[src/rtl/snake_body.sv]
// Snake segment store and movement engine: steps the head once per tick, grows on
// eat, streams all segments head-first and flags wall or self collision.
module snake_body #(
  parameter int                         H_LOGIC_WIDTH = 5,
  parameter int                         V_LOGIC_WIDTH = 5,
  parameter logic [H_LOGIC_WIDTH-1:0]   H_LOGIC_MAX   = 5'd31,
  parameter logic [V_LOGIC_WIDTH-1:0]   V_LOGIC_MAX   = 5'd23,
  parameter int                         MAX_LEN       = 64,
  parameter int                         INIT_LEN      = 3,
  parameter logic [23:0]                TICK_DIV      = 24'd5000000
) (
  input  logic                     clk,
  input  logic                     rst,
  input  logic [1:0]               dir_in,
  input  logic                     dir_vld,
  input  logic                     is_eat,
  output logic [H_LOGIC_WIDTH-1:0] x_snake_cur,
  output logic [V_LOGIC_WIDTH-1:0] y_snake_cur,
  output logic [9:0]               length,
  output logic                     vld_start,
  output logic                     vld,
  output logic                     vld_t,
  output logic                     is_end,
  output logic                     game_over
);

  localparam int PW = (MAX_LEN > 1) ? $clog2(MAX_LEN) : 1;

  typedef enum logic [2:0] {S_IDLE, S_STEP, S_START, S_STREAM, S_CHECK, S_DEAD} state_t;

  state_t                   state_q, state_d;
  logic [23:0]              cnt_q;
  logic                     tick;
  logic [PW-1:0]            hp_q, hp_dec, seg_idx;
  logic [10:0]              idx_sum;
  logic [9:0]               k_q, len_q;
  logic [1:0]               dir_q, next_dir_q, dir_ref;
  logic                     grow_q, hit_q, over_q;
  logic                     wall, seg_hit;
  logic [H_LOGIC_WIDTH-1:0] mem_x [MAX_LEN];
  logic [V_LOGIC_WIDTH-1:0] mem_y [MAX_LEN];
  logic [H_LOGIC_WIDTH-1:0] head_x, new_x, seg_x;
  logic [V_LOGIC_WIDTH-1:0] head_y, new_y, seg_y;

  assign tick    = (cnt_q == TICK_DIV - 24'd1);
  assign head_x  = mem_x[hp_q];
  assign head_y  = mem_y[hp_q];
  assign hp_dec  = (hp_q == '0) ? PW'(MAX_LEN - 1) : hp_q - 1'b1;
  // segment k lives at (hp + k) mod MAX_LEN
  assign idx_sum = 11'(hp_q) + {1'b0, k_q};
  assign seg_idx = (idx_sum >= 11'(MAX_LEN)) ? PW'(idx_sum - 11'(MAX_LEN)) : PW'(idx_sum);
  assign seg_x   = mem_x[seg_idx];
  assign seg_y   = mem_y[seg_idx];
  assign seg_hit = (k_q != '0) && (seg_x == head_x) && (seg_y == head_y);
  // during STEP the pending direction is what gets committed, so reversal is judged against it
  assign dir_ref = (state_q == S_STEP) ? next_dir_q : dir_q;

  always_comb begin
    new_x = head_x;
    new_y = head_y;
    wall  = 1'b0;
    case (next_dir_q)
      2'b00:   begin wall = (head_y == '0);          new_y = head_y - 1'b1; end
      2'b01:   begin wall = (head_x == H_LOGIC_MAX); new_x = head_x + 1'b1; end
      2'b10:   begin wall = (head_y == V_LOGIC_MAX); new_y = head_y + 1'b1; end
      default: begin wall = (head_x == '0);          new_x = head_x - 1'b1; end
    endcase
  end

  always_comb begin
    state_d = state_q;
    case (state_q)
      S_IDLE:   if (tick && !over_q) state_d = S_STEP;
      S_STEP:   state_d = wall ? S_DEAD : S_START;
      S_START:  state_d = S_STREAM;
      S_STREAM: if (k_q == len_q - 10'd1) state_d = S_CHECK;
      S_CHECK:  state_d = hit_q ? S_DEAD : S_IDLE;
      S_DEAD:   state_d = S_DEAD;
      default:  state_d = S_IDLE;
    endcase
  end

  always_ff @(posedge clk or negedge rst) begin
    if (!rst) begin
      state_q    <= S_IDLE;
      cnt_q      <= '0;
      hp_q       <= '0;
      k_q        <= '0;
      len_q      <= 10'(INIT_LEN);
      dir_q      <= 2'b01;
      next_dir_q <= 2'b01;
      grow_q     <= 1'b0;
      hit_q      <= 1'b0;
      over_q     <= 1'b0;
    end else begin
      state_q <= state_d;
      cnt_q   <= tick ? '0 : cnt_q + 24'd1;
      if (dir_vld && (dir_in != (dir_ref ^ 2'b10))) next_dir_q <= dir_in;
      // an eat seen during STEP belongs to the following step
      if (state_q == S_STEP) grow_q <= is_eat;
      else if (is_eat)       grow_q <= 1'b1;
      case (state_q)
        S_STEP: begin
          dir_q <= next_dir_q;
          if (wall) over_q <= 1'b1;
          else begin
            hp_q <= hp_dec;
            if (grow_q && (len_q < 10'(MAX_LEN))) len_q <= len_q + 10'd1;
          end
        end
        S_START:  k_q <= '0;
        S_STREAM: begin
          k_q <= k_q + 10'd1;
          if (seg_hit) hit_q <= 1'b1;
        end
        S_CHECK: begin
          hit_q <= 1'b0;
          if (hit_q) over_q <= 1'b1;
        end
        default: ;
      endcase
    end
  end

  always_ff @(posedge clk or negedge rst) begin
    if (!rst) begin
      for (int i = 0; i < MAX_LEN; i++) begin
        mem_x[i] <= (i < INIT_LEN) ? H_LOGIC_WIDTH'(INIT_LEN - 1 - i) : '0;
        mem_y[i] <= '0;
      end
    end else if (state_q == S_STEP && !wall) begin
      mem_x[hp_dec] <= new_x;
      mem_y[hp_dec] <= new_y;
    end
  end

  assign vld_start   = (state_q == S_START);
  assign vld         = (state_q == S_STREAM);
  assign vld_t       = (state_q == S_CHECK);
  assign is_end      = (state_q == S_CHECK);
  assign x_snake_cur = vld ? seg_x : '0;
  assign y_snake_cur = vld ? seg_y : '0;
  assign length      = len_q;
  assign game_over   = over_q;

endmodule

[config.mk]
export PLATFORM = sky130hd
export DESIGN_NAME = snake_body
export DESIGN_NICKNAME = d
export VERILOG_FILES = /design/src/rtl/snake_body.sv
export SDC_FILE = /design/constraint.sdc
export NUM_CORES = 1
export LEC_CHECK = 0
export ABC_CLOCK_PERIOD_IN_PS = 7700
export BUFFER_PORTS_ARGS = -buffer_cell sky130_fd_sc_hd__buf_2
export CORE_ASPECT_RATIO = 1.2
export CORE_UTILIZATION = 56
export CTS_BUF_LIST = sky130_fd_sc_hd__clkbuf_4 sky130_fd_sc_hd__clkbuf_8
export DETAILED_ROUTE_END_ITERATION = 10
export GPL_ROUTABILITY_DRIVEN = 0
export PLACE_DENSITY = 0.72
export SYNTH_ARGS = -nofsm -noshare
export SYNTH_HDL_FRONTEND = slang
export SYNTH_SLANG_ARGS = --single-unit
[constraint.sdc]
create_clock -name clk -period 7.7 [get_ports clk]
set_clock_uncertainty 0.1 [all_clocks]
set_input_delay 0.385 -clock clk [delete_from_list [all_inputs] [get_ports clk]]
set_output_delay 0.385 -clock clk [all_outputs]
set_load 0.01 [all_outputs]
==> flow_metrics.tcl <==
set metrics [dict create \
    grt_pass1_vias 27057 \
    cts.sink_count 700 \
    place_area_um2 40500 \
    p_int_mw 5.74 \
    fin_crit_ns 6.47 \
    synthDistinctLibCells 83 \
    hold_path.class "input port to async pin" \
    outcome "completed" \
    nets 2744 \
    core_um2 69600 \
    cp-start-kind "flip-flop" \
    grt_max_degree 183 \
    power.share.clock_pct 46.9 \
    ant_nets 0 \
    final.setup.tns_ns 0 \
    maxCapViolations 0 \
    wirelength_um 119000 \
    pwr-share-seq_pct 48.4 \
    clk_pin_slew_worst_paths_ns 0.06 \
    final_design_area_no_fill_um2 43200 \
    p_comb_share_pct 4.7 \
    final_cell_mix "dfrtp_1, mux2_2, mux4_2" \
    syn-mean-instance-area_um2 14.6 \
    vias_per_cell 7.00 \
    yosysTopAreaCell "dfrtp_1" \
    rsz0062_at_grt "false" \
    ys_ff_latch 700 \
    synth_top_flop_cell "dfrtp_1" \
    clock_path_buffers 3 \
    die_h_um 292 \
    cts_tree "done" \
    wl_per_cell_um 31.8 \
    port_buffers 30 \
    firstDrtPassIters 5 \
    die_x_um 244 \
    grt-ovfl-total 0 \
    netSwitchingPower_mw 1.89 \
    drive_gt1_share_pct 49.3 \
    layout_commonest_cell "dfrtp_1" \
    dp_cells 3512 \
    powerDensity_nw_per_um2 177 \
    async_flop_share_pct 100 \
    area_delta_synth_final_pct 9.60 \
    sw_frac_of_total_pct 24.8 \
    yosys.area.top_type_share_pct 44.1 \
    synth-warning-count 0 \
    start_util_pct 56.5 \
    root_buffer "clkbuf_8" \
    drc 0 \
    synth-seq-area-share_pct 44.5 \
    worst_pin_slew_ns 1.26 \
    clock.fmax_mhz 155 \
    finalCritPeriodShare_pct 84.0 \
    cts_resized 0 \
    clk-insertion-delay-late_ns 0.78 \
    hpwlAfterDp_um 76800 \
    io_pins 31 \
    row_count 106 \
    worstPathRequired_ns 7.21 \
    hold_viol 0 \
    leakage_nw 19.3 \
    peakVddDrop_mv 0.147 \
    worstSetupEndpointType "output pin" \
    arrival_ns 5.98 \
    slew_violations 0 \
    worstPathMaxFanout 55 \
    synth_edf_count 0 \
    finalSetupViolations 0 \
    syn_nets 2721 \
    syn-instance-count 2695 \
    via_count 26153 \
    maxSlewHeadroom_pct 15.4 \
    grt_pass1_wl_um 179000 \
    synth_area_um2 39400 \
    htree_levels 3 \
    grt_antenna_before_repair 3 \
    grt.total_usage_pct 34.0 \
    die_area_um2 71400 \
    finalNonFillerCells 3736 \
    total_power_mw 7.63 \
    synthTopCellsByArea "dfrtp_1, mux4_2, mux2_2, mux2i_1, nor4_4" \
    cts_buffers 113 \
    first_iter_violations 2550 \
    criticalPathCategory "flip-flop to output pin" \
]
## repair_timing
item | 4_1_cts | 5_1_grt
setup buffers | 0 | 0
hold buffers | 7 | 0
hold endpoints to repair | 89 | 0
## Yosys cell counts (9+ instances only)
cell and instances:
dfrtp_1 694, mux2_2 630, mux4_2 327, clkbuf_1 114, mux2i_1 111, nand2_1 89
nor2_1 74, buf_2 42, nand3_1 42, a22oi_1 39, xnor2_1 39, nor4_4 32
a21oi_1 31, o21ai_0 29, inv_1 27, buf_1 26, and3_1 23, xor2_1 23
buf_6 19, nor3_1 18, ha_1 17, buf_4 15, mux2_1 14, a21o_1 12
nand2b_1 12, a22o_1 11, a31oi_1 11, nor2b_1 11, nor4_1 11, mux2_4 10
nor3_4 10, or3_1 9
## flip-flops by register name, summed over array words and instances, names as in the netlist
signal and flops:
length 10, next_dir_q 2, game_over 1, state_q 3, dir_q 2, mem_x 320
hp_q 6, cnt_q 24, hit_q 1, mem_y 320, k_q 10, grow_q 1
## stage by stage
step	hold WS (ns)	utilization (%)	setup WS (ns)
finish	0.161	62.0	1.23
global route	0.222	62.0	1.27
CTS	0.168	61.9	1.41
detailed placement	0.358	58.2	1.86
global placement	0.352	58.2	1.87
floorplan	-0.0106	-	2.67
## cell families (layout without fill, tap and decap cells)
| logic type | after synthesis | after routing | share of synthesized area (%) |
|---|---|---|---|
| compound gates | 191 | 191 | 3.37 |
| xor+xnor | 62 | 62 | 1.38 |
| fa+ha+maj | 20 | 20 | 0.693 |
| buf+inv | 252 | 372 | 3.25 |
| flops | 700 | 700 | 44.5 |
| mux | 1092 | 1092 | 40.3 |
| other cells | 0 | 3 | 0 |
| simple gates | 378 | 378 | 6.47 |
## critical path: stages (launching register included)
cell	delay, ns
dfrtp_4	0.99
buf_4	0.54
ha_1	0.38
a21oi_1	0.52
xnor2_2	0.20
buf_4	0.43
buf_4	0.37
mux4_2	0.40
mux2_2	0.36
o21ai_0	0.75
nor2_1	0.08
buf_2	0.17
## power by group through the flow
stage                     combinational, mW  sequential [mW]  clock [mW]
after global routing                  0.382             3.69        3.79
after detailed placement              0.347             3.76           0
after CTS                             0.353             3.69        3.62
after floorplan                       0.181             3.75           0
after global placement                0.332             3.76           0
final                                 0.358             3.69        3.58
## path summary, 6_finish.rpt
check / end / start / slack (ns) / cells past startpoint
max: x_snake_cur[3] / hp_q[2] / 1.23 / 11
min: mem_x[212] / rst / 0.16 / 2
max reg2reg: hit_q / hp_q[2] / 1.69 / 13
min reg2reg: length[7] / length[7] / 0.38 / 0
max in group asynchronous: mem_y[139] / rst / 5.22 / 4
min in group clk: grow_q / is_eat / 0.30 / 3
## cell type report
cell class | instances | area [um^2]
antenna | 3 | 7.51
clock buffer | 175 | 2250
clock inverter | 37 | 309
fill | 5115 | 26500
inverter | 29 | 109
multi-input combinational | 1743 | 20700
sequential | 700 | 17500
tap | 918 | 1150
timing repair buffer | 131 | 1060
## routing by layer
| metal | wire (um) | global-route usage, % | up-vias |
|---|---|---|---|
| met5 | 16 | 0 | - |
| met4 | 7510 | 19.0 | 2 |
| met3 | 11300 | 7.93 | 381 |
| met2 | 55400 | 52.1 | 1457 |
| met1 | 44400 | 44.8 | 13858 |
| li1 | - | - | 10455 |
(Power assumes the default switching activity.)
